**src/rtl/sar_result_sequencer.sv**
```systemverilog
// sar_result_sequencer
// Drives back-to-back SAR conversions, averages 2^NAVG_LOG2 results per
// output word and hands the word to a valid/ready consumer.
//
// Ports
//   clk        : single clock, rising edge
//   rstn       : asynchronous active-low reset
//   en         : 1 = keep converting, 0 = stop / abort
//   go         : conversion request to the SAR logic (registered)
//   valid      : SAR conversion finished, resultp valid while high
//   resultp    : SAR result, unsigned
//   out_data   : averaged result
//   out_valid  : out_data holds an unconsumed word
//   out_ready  : downstream accepts out_data
//   overrun    : sticky, an average was dropped because out_data was full
//   timeout    : sticky, valid did not arrive within TMO cycles of go
//
// state | meaning
// IDLE  | go low, waiting for en
// CONV  | go high, waiting for valid, watchdog running
// GAP   | go low for one cycle so the SAR logic restarts

module sar_result_sequencer #(
    parameter int NBITS     = 5,
    parameter int NAVG_LOG2 = 2,
    parameter int TMO       = 64
) (
    input  logic             clk,
    input  logic             rstn,
    input  logic             en,
    output logic             go,
    input  logic             valid,
    input  logic [NBITS-1:0] resultp,
    output logic [NBITS-1:0] out_data,
    output logic             out_valid,
    input  logic             out_ready,
    output logic             overrun,
    output logic             timeout
);

    localparam int AW = NBITS + NAVG_LOG2;
    localparam int CW = NAVG_LOG2 + 1;
    localparam int WW = $clog2(TMO + 1);
    localparam logic [CW-1:0] CNT_LAST  = CW'((1 << NAVG_LOG2) - 1);
    localparam logic [WW-1:0] WDOG_LAST = WW'(TMO - 1);

    typedef enum logic [1:0] {
        IDLE = 2'd0,
        CONV = 2'd1,
        GAP  = 2'd2
    } state_t;

    state_t          state;
    logic [AW-1:0]   acc;
    logic [CW-1:0]   cnt;
    logic [WW-1:0]   wdog;
    logic            en_q;

    logic            accept;
    logic            produce;
    logic [AW-1:0]   sum;
    logic [NBITS-1:0] avg;

    // The final sum is averaged on the accepting edge, so the word is
    // visible during the GAP cycle right after the last valid.
    always_comb begin
        accept  = (state == CONV) && en && valid;
        sum     = acc + {{NAVG_LOG2{1'b0}}, resultp};
        avg     = sum[AW-1:NAVG_LOG2];
        produce = accept && (cnt == CNT_LAST);
    end

    always_ff @(posedge clk or negedge rstn) begin
        if (!rstn) begin
            state     <= IDLE;
            go        <= 1'b0;
            acc       <= '0;
            cnt       <= '0;
            wdog      <= '0;
            en_q      <= 1'b0;
            out_data  <= '0;
            out_valid <= 1'b0;
            overrun   <= 1'b0;
            timeout   <= 1'b0;
        end else begin
            en_q <= en;

            case (state)
                IDLE: begin
                    if (en && !en_q) begin
                        overrun <= 1'b0;
                        timeout <= 1'b0;
                    end
                    if (en) begin
                        state <= CONV;
                        go    <= 1'b1;
                        wdog  <= '0;
                    end
                end

                CONV: begin
                    if (!en) begin
                        state <= IDLE;
                        go    <= 1'b0;
                        acc   <= '0;
                        cnt   <= '0;
                    end else if (valid) begin
                        state <= GAP;
                        go    <= 1'b0;
                        if (produce) begin
                            acc <= '0;
                            cnt <= '0;
                        end else begin
                            acc <= sum;
                            cnt <= cnt + 1'b1;
                        end
                    end else if (wdog == WDOG_LAST) begin
                        state   <= IDLE;
                        go      <= 1'b0;
                        timeout <= 1'b1;
                        acc     <= '0;
                        cnt     <= '0;
                    end else begin
                        wdog <= wdog + 1'b1;
                    end
                end

                GAP: begin
                    if (en) begin
                        state <= CONV;
                        go    <= 1'b1;
                        wdog  <= '0;
                    end else begin
                        // Stopping between conversions also drops the partial sum.
                        state <= IDLE;
                        acc   <= '0;
                        cnt   <= '0;
                    end
                end

                default: begin
                    state <= IDLE;
                    go    <= 1'b0;
                end
            endcase

            // Output register: a new average may replace a word being
            // consumed this cycle, otherwise it is dropped and flagged.
            if (produce) begin
                if (!out_valid || out_ready) begin
                    out_data  <= avg;
                    out_valid <= 1'b1;
                end else begin
                    overrun <= 1'b1;
                end
            end else if (out_valid && out_ready) begin
                out_valid <= 1'b0;
            end
        end
    end

endmodule

```
**config.mk**
```make
export PLATFORM = sky130hd
export DESIGN_NAME = sar_result_sequencer
export DESIGN_NICKNAME = d
export VERILOG_FILES = /design/src/rtl/sar_result_sequencer.sv
export SDC_FILE = /design/constraint.sdc
export NUM_CORES = 1
export LEC_CHECK = 0
export ABC_AREA = 1
export CAP_MARGIN = 15
export CORE_MARGIN = 2
export CORE_UTILIZATION = 31
export DETAILED_ROUTE_END_ITERATION = 12
export PLACE_DENSITY_LB_ADDON = 0.12
export SLEW_MARGIN = 20
export SYNTH_ARGS = -nofsm -noshare
export SYNTH_HDL_FRONTEND = slang
export SYNTH_SLANG_ARGS = --single-unit
```
**constraint.sdc**
```tcl
create_clock -name clk -period 2.8 [get_ports clk]
set_clock_uncertainty 0.1 [all_clocks]
set_input_delay 0.56 -clock clk [delete_from_list [all_inputs] [get_ports clk]]
set_output_delay 0.56 -clock clk [all_outputs]
set_load 0.05 [all_outputs]
```
==> metrics.yaml <==
cts:
  postCtsSetupRepairBufs: 0
  clock_sinks: 29
  cts_htree_levels: 2
  insertion_delay_ps: 280
  clockBufferDepth: 2
  cts_root_buf: "clkbuf_8"
  ctsResizeCount: 0
  cts_hold_buf: 0
  tritoncts: "done"
  cts_buffers: 5
  clk_pin_slew_ps: 60
timing:
  max_freq_mhz: 475
  period_needed_ps: 2110
  setup_viol: 0
  fin_hold_ws_ps: 378
  rsz0062_at_grt: "false"
  hold_viol_final: 0
  relSlewSlack: 0.670
  drv_slew: 0
  finalSetupTns_ps: 0
  fin_crit_sh: 0.752
  tightest_slew_ps: 493
placed_design:
  gp_congestion: 0.831
  io_buffers: 18
  dp.cells: 293
  hpwlAfterDp_um: 2420
setup_path:
  worstPathRequired_ps: 2140
  critPathKind: "reg2out"
  slowest_stage: "clkdlybuf4s50_1"
  critPathMaxStageDelay_ps: 810
  cp-end-kind: "primary output"
  rrSetupSlack_ps: 1110
  worstPathArrival_ps: 1450
  cp-start-kind: "flip-flop"
  worstPathMaxFanout: 2
  path_cells: "clkdlybuf4s50_1"
  critPathBufInv: 1
  critical-path-top-delay-family: "buffers and inverters"
global_route:
  antenna_found_initial: 0
  grt_pass1_wl_um: 6040
  grt_usage: 0.131
  grt_max_degree: 30
  grt_pass1_vias: 1353
  gr-total-overflow: 0
synth:
  synth_xor_area_frac: 0.0107
  syn_inst: 207
  post_synth_num_cell_types: 28
  yosys_warnings: 0
  yosys.area.top_type: "dfrtp_1"
  synthTopCellsByArea: "dfrtp_1 (44%), nand2_1 (17%), nand3_1 (5.8%)"
  synth_top_family_by_area: "simple AND/OR/NAND/NOR gates"
  muxShareOfSynthArea: 0
  yosysSeqAreaShare: 0.444
  synth-adder-area-share: 0.0659
  syn_area_per_cell_sq_um: 7.89
  yosys_register_bits: 29
  synth_top_area_frac: 0.444
  synth_compound_area_frac: 0.0490
  synth_nets: 225
  netlist_area_sq_um: 1630
  synth-simple-area-share: 0.343
routing:
  vias: 1343
  drc: 0
  wl_per_cell_um: 11.3
  routed_wl_um: 3390
  postRouteAntennaNets: 0
  first_iter_violations: 42
  firstDrtPassIters: 4
  vias_per_cell: 4.46
die:
  fp.dieH_um: 76.6
  num_io_pins: 19
  die_area_sq_um: 5860
  core_area_sq_um: 5110
  initial_utilization: 0.320
  die_w_um: 76.6
  fp-row-count: 26
power:
  cellLeakagePower_nw: 0.971
  pwr_density_cell_nw_per_um2: 525
  peakVddDrop_mv: 0.192
  p_total_mw: 1.03
cells_and_area:
  final_cell_mix: "nand2_1 (75), dfrtp_1 (29), inv_1 (25), nand3_1 (19), clkdlybuf4s50_1 (18)"
  syn_to_final_growth_pct: 20.1
  layoutNonFillerInstCount: 301
  final_common_cell: "nand2_1"
  fill_cells: 545
  drive_gt1_frac: 0.108
  fin_util: 0.384
  fin_nets: 248
  n_antenna_cell: 0
worst_hold_path:
  hp-class: "reg2reg"
job:
  maxCapViolCount: 0
outcome:
  status: "finished clean"
[cells by family (layout without fill, tap and decap cells)]
group	after synthesis	in the layout
buffers and inverters	33	57
AND/OR/NAND/NOR	121	121
adder cells (fa/ha/maj)	8	8
flip-flops	29	29
AO/OA/AOI/OAI	14	14
XOR/XNOR	2	2
[metrics by stage]
stage | worst slack (ps) | area, sq um
detailed placement | 475 | 1880
global route | 634 | 1960
global placement | 488 | 1880
CTS | 671 | 1960
floorplan | 1010 | 1630
finish | 693 | 1960
[synthesized netlist by cell type]
| cell type | instances |
|---|---|
| a21boi_2 | 1 |
| a21oi_1 | 4 |
| buf_4 | 1 |
| buf_6 | 2 |
| dfrtp_1 | 29 |
| fa_1 | 1 |
| ha_1 | 7 |
| inv_1 | 25 |
| inv_2 | 5 |
| nand2_1 | 75 |
| nand2_2 | 2 |
| nand2_4 | 1 |
| nand3_1 | 19 |
| nand3_2 | 2 |
| nand3b_1 | 1 |
| nand4_1 | 6 |
| nand4_2 | 1 |
| nor2_1 | 8 |
| nor2_2 | 1 |
| nor2_4 | 3 |
| nor3_1 | 1 |
| o21a_1 | 1 |
| o21ai_0 | 1 |
| o21ai_1 | 6 |
| o22ai_1 | 1 |
| or2_2 | 1 |
| xnor2_1 | 1 |
| xor2_1 | 1 |
[area by class of cell]
type                       count  area (sq um)  area share
multi-input combinational    145           764       0.390
sequential                    29           726       0.370
timing repair buffer          19           188      0.0957
inverter                      30           113      0.0574
tap                           70          87.6      0.0447
clock buffer                   6          72.6      0.0370
clock inverter                 2          10.0     0.00511
[state kept, by name, summed over array words and instances, names as in the netlist]
name	count
out_data	5
timeout	1
go	1
cnt	3
overrun	1
out_valid	1
en_q	1
acc	7
wdog	7
state	2
[where the power goes]
group	total, mW	leakage (nW)	switching [mW]	internal (mW)
sequential	0.475	0.394	0.0246	0.450
combinational	0.222	0.532	0.140	0.0824
clock	0.333	0.0450	0.161	0.172
[path summary, 6_finish.rpt]
kind                       cells past startpoint         from           to
setup / recovery                               1  out_data[1]  out_data[1]
hold / removal                                 2       cnt[1]       cnt[1]
setup reg to reg                               9       acc[0]       acc[4]
hold reg to reg                                2       cnt[1]       cnt[1]
max in group asynchronous                      2         rstn    out_valid
min in group asynchronous                      2         rstn      wdog[5]
[metal layers]
| layer | up-vias | routed length [um] | GRT usage |
|---|---|---|---|
| met5 | - | 0 | 0 |
| met2 | 20 | 1560 | 0.215 |
| met1 | 614 | 1650 | 0.161 |
| li1 | 699 | - | - |
| met3 | 10 | 101 | 0.0332 |
| met4 | 0 | 87 | 0.0582 |
Power figures use the tool's default switching activity.
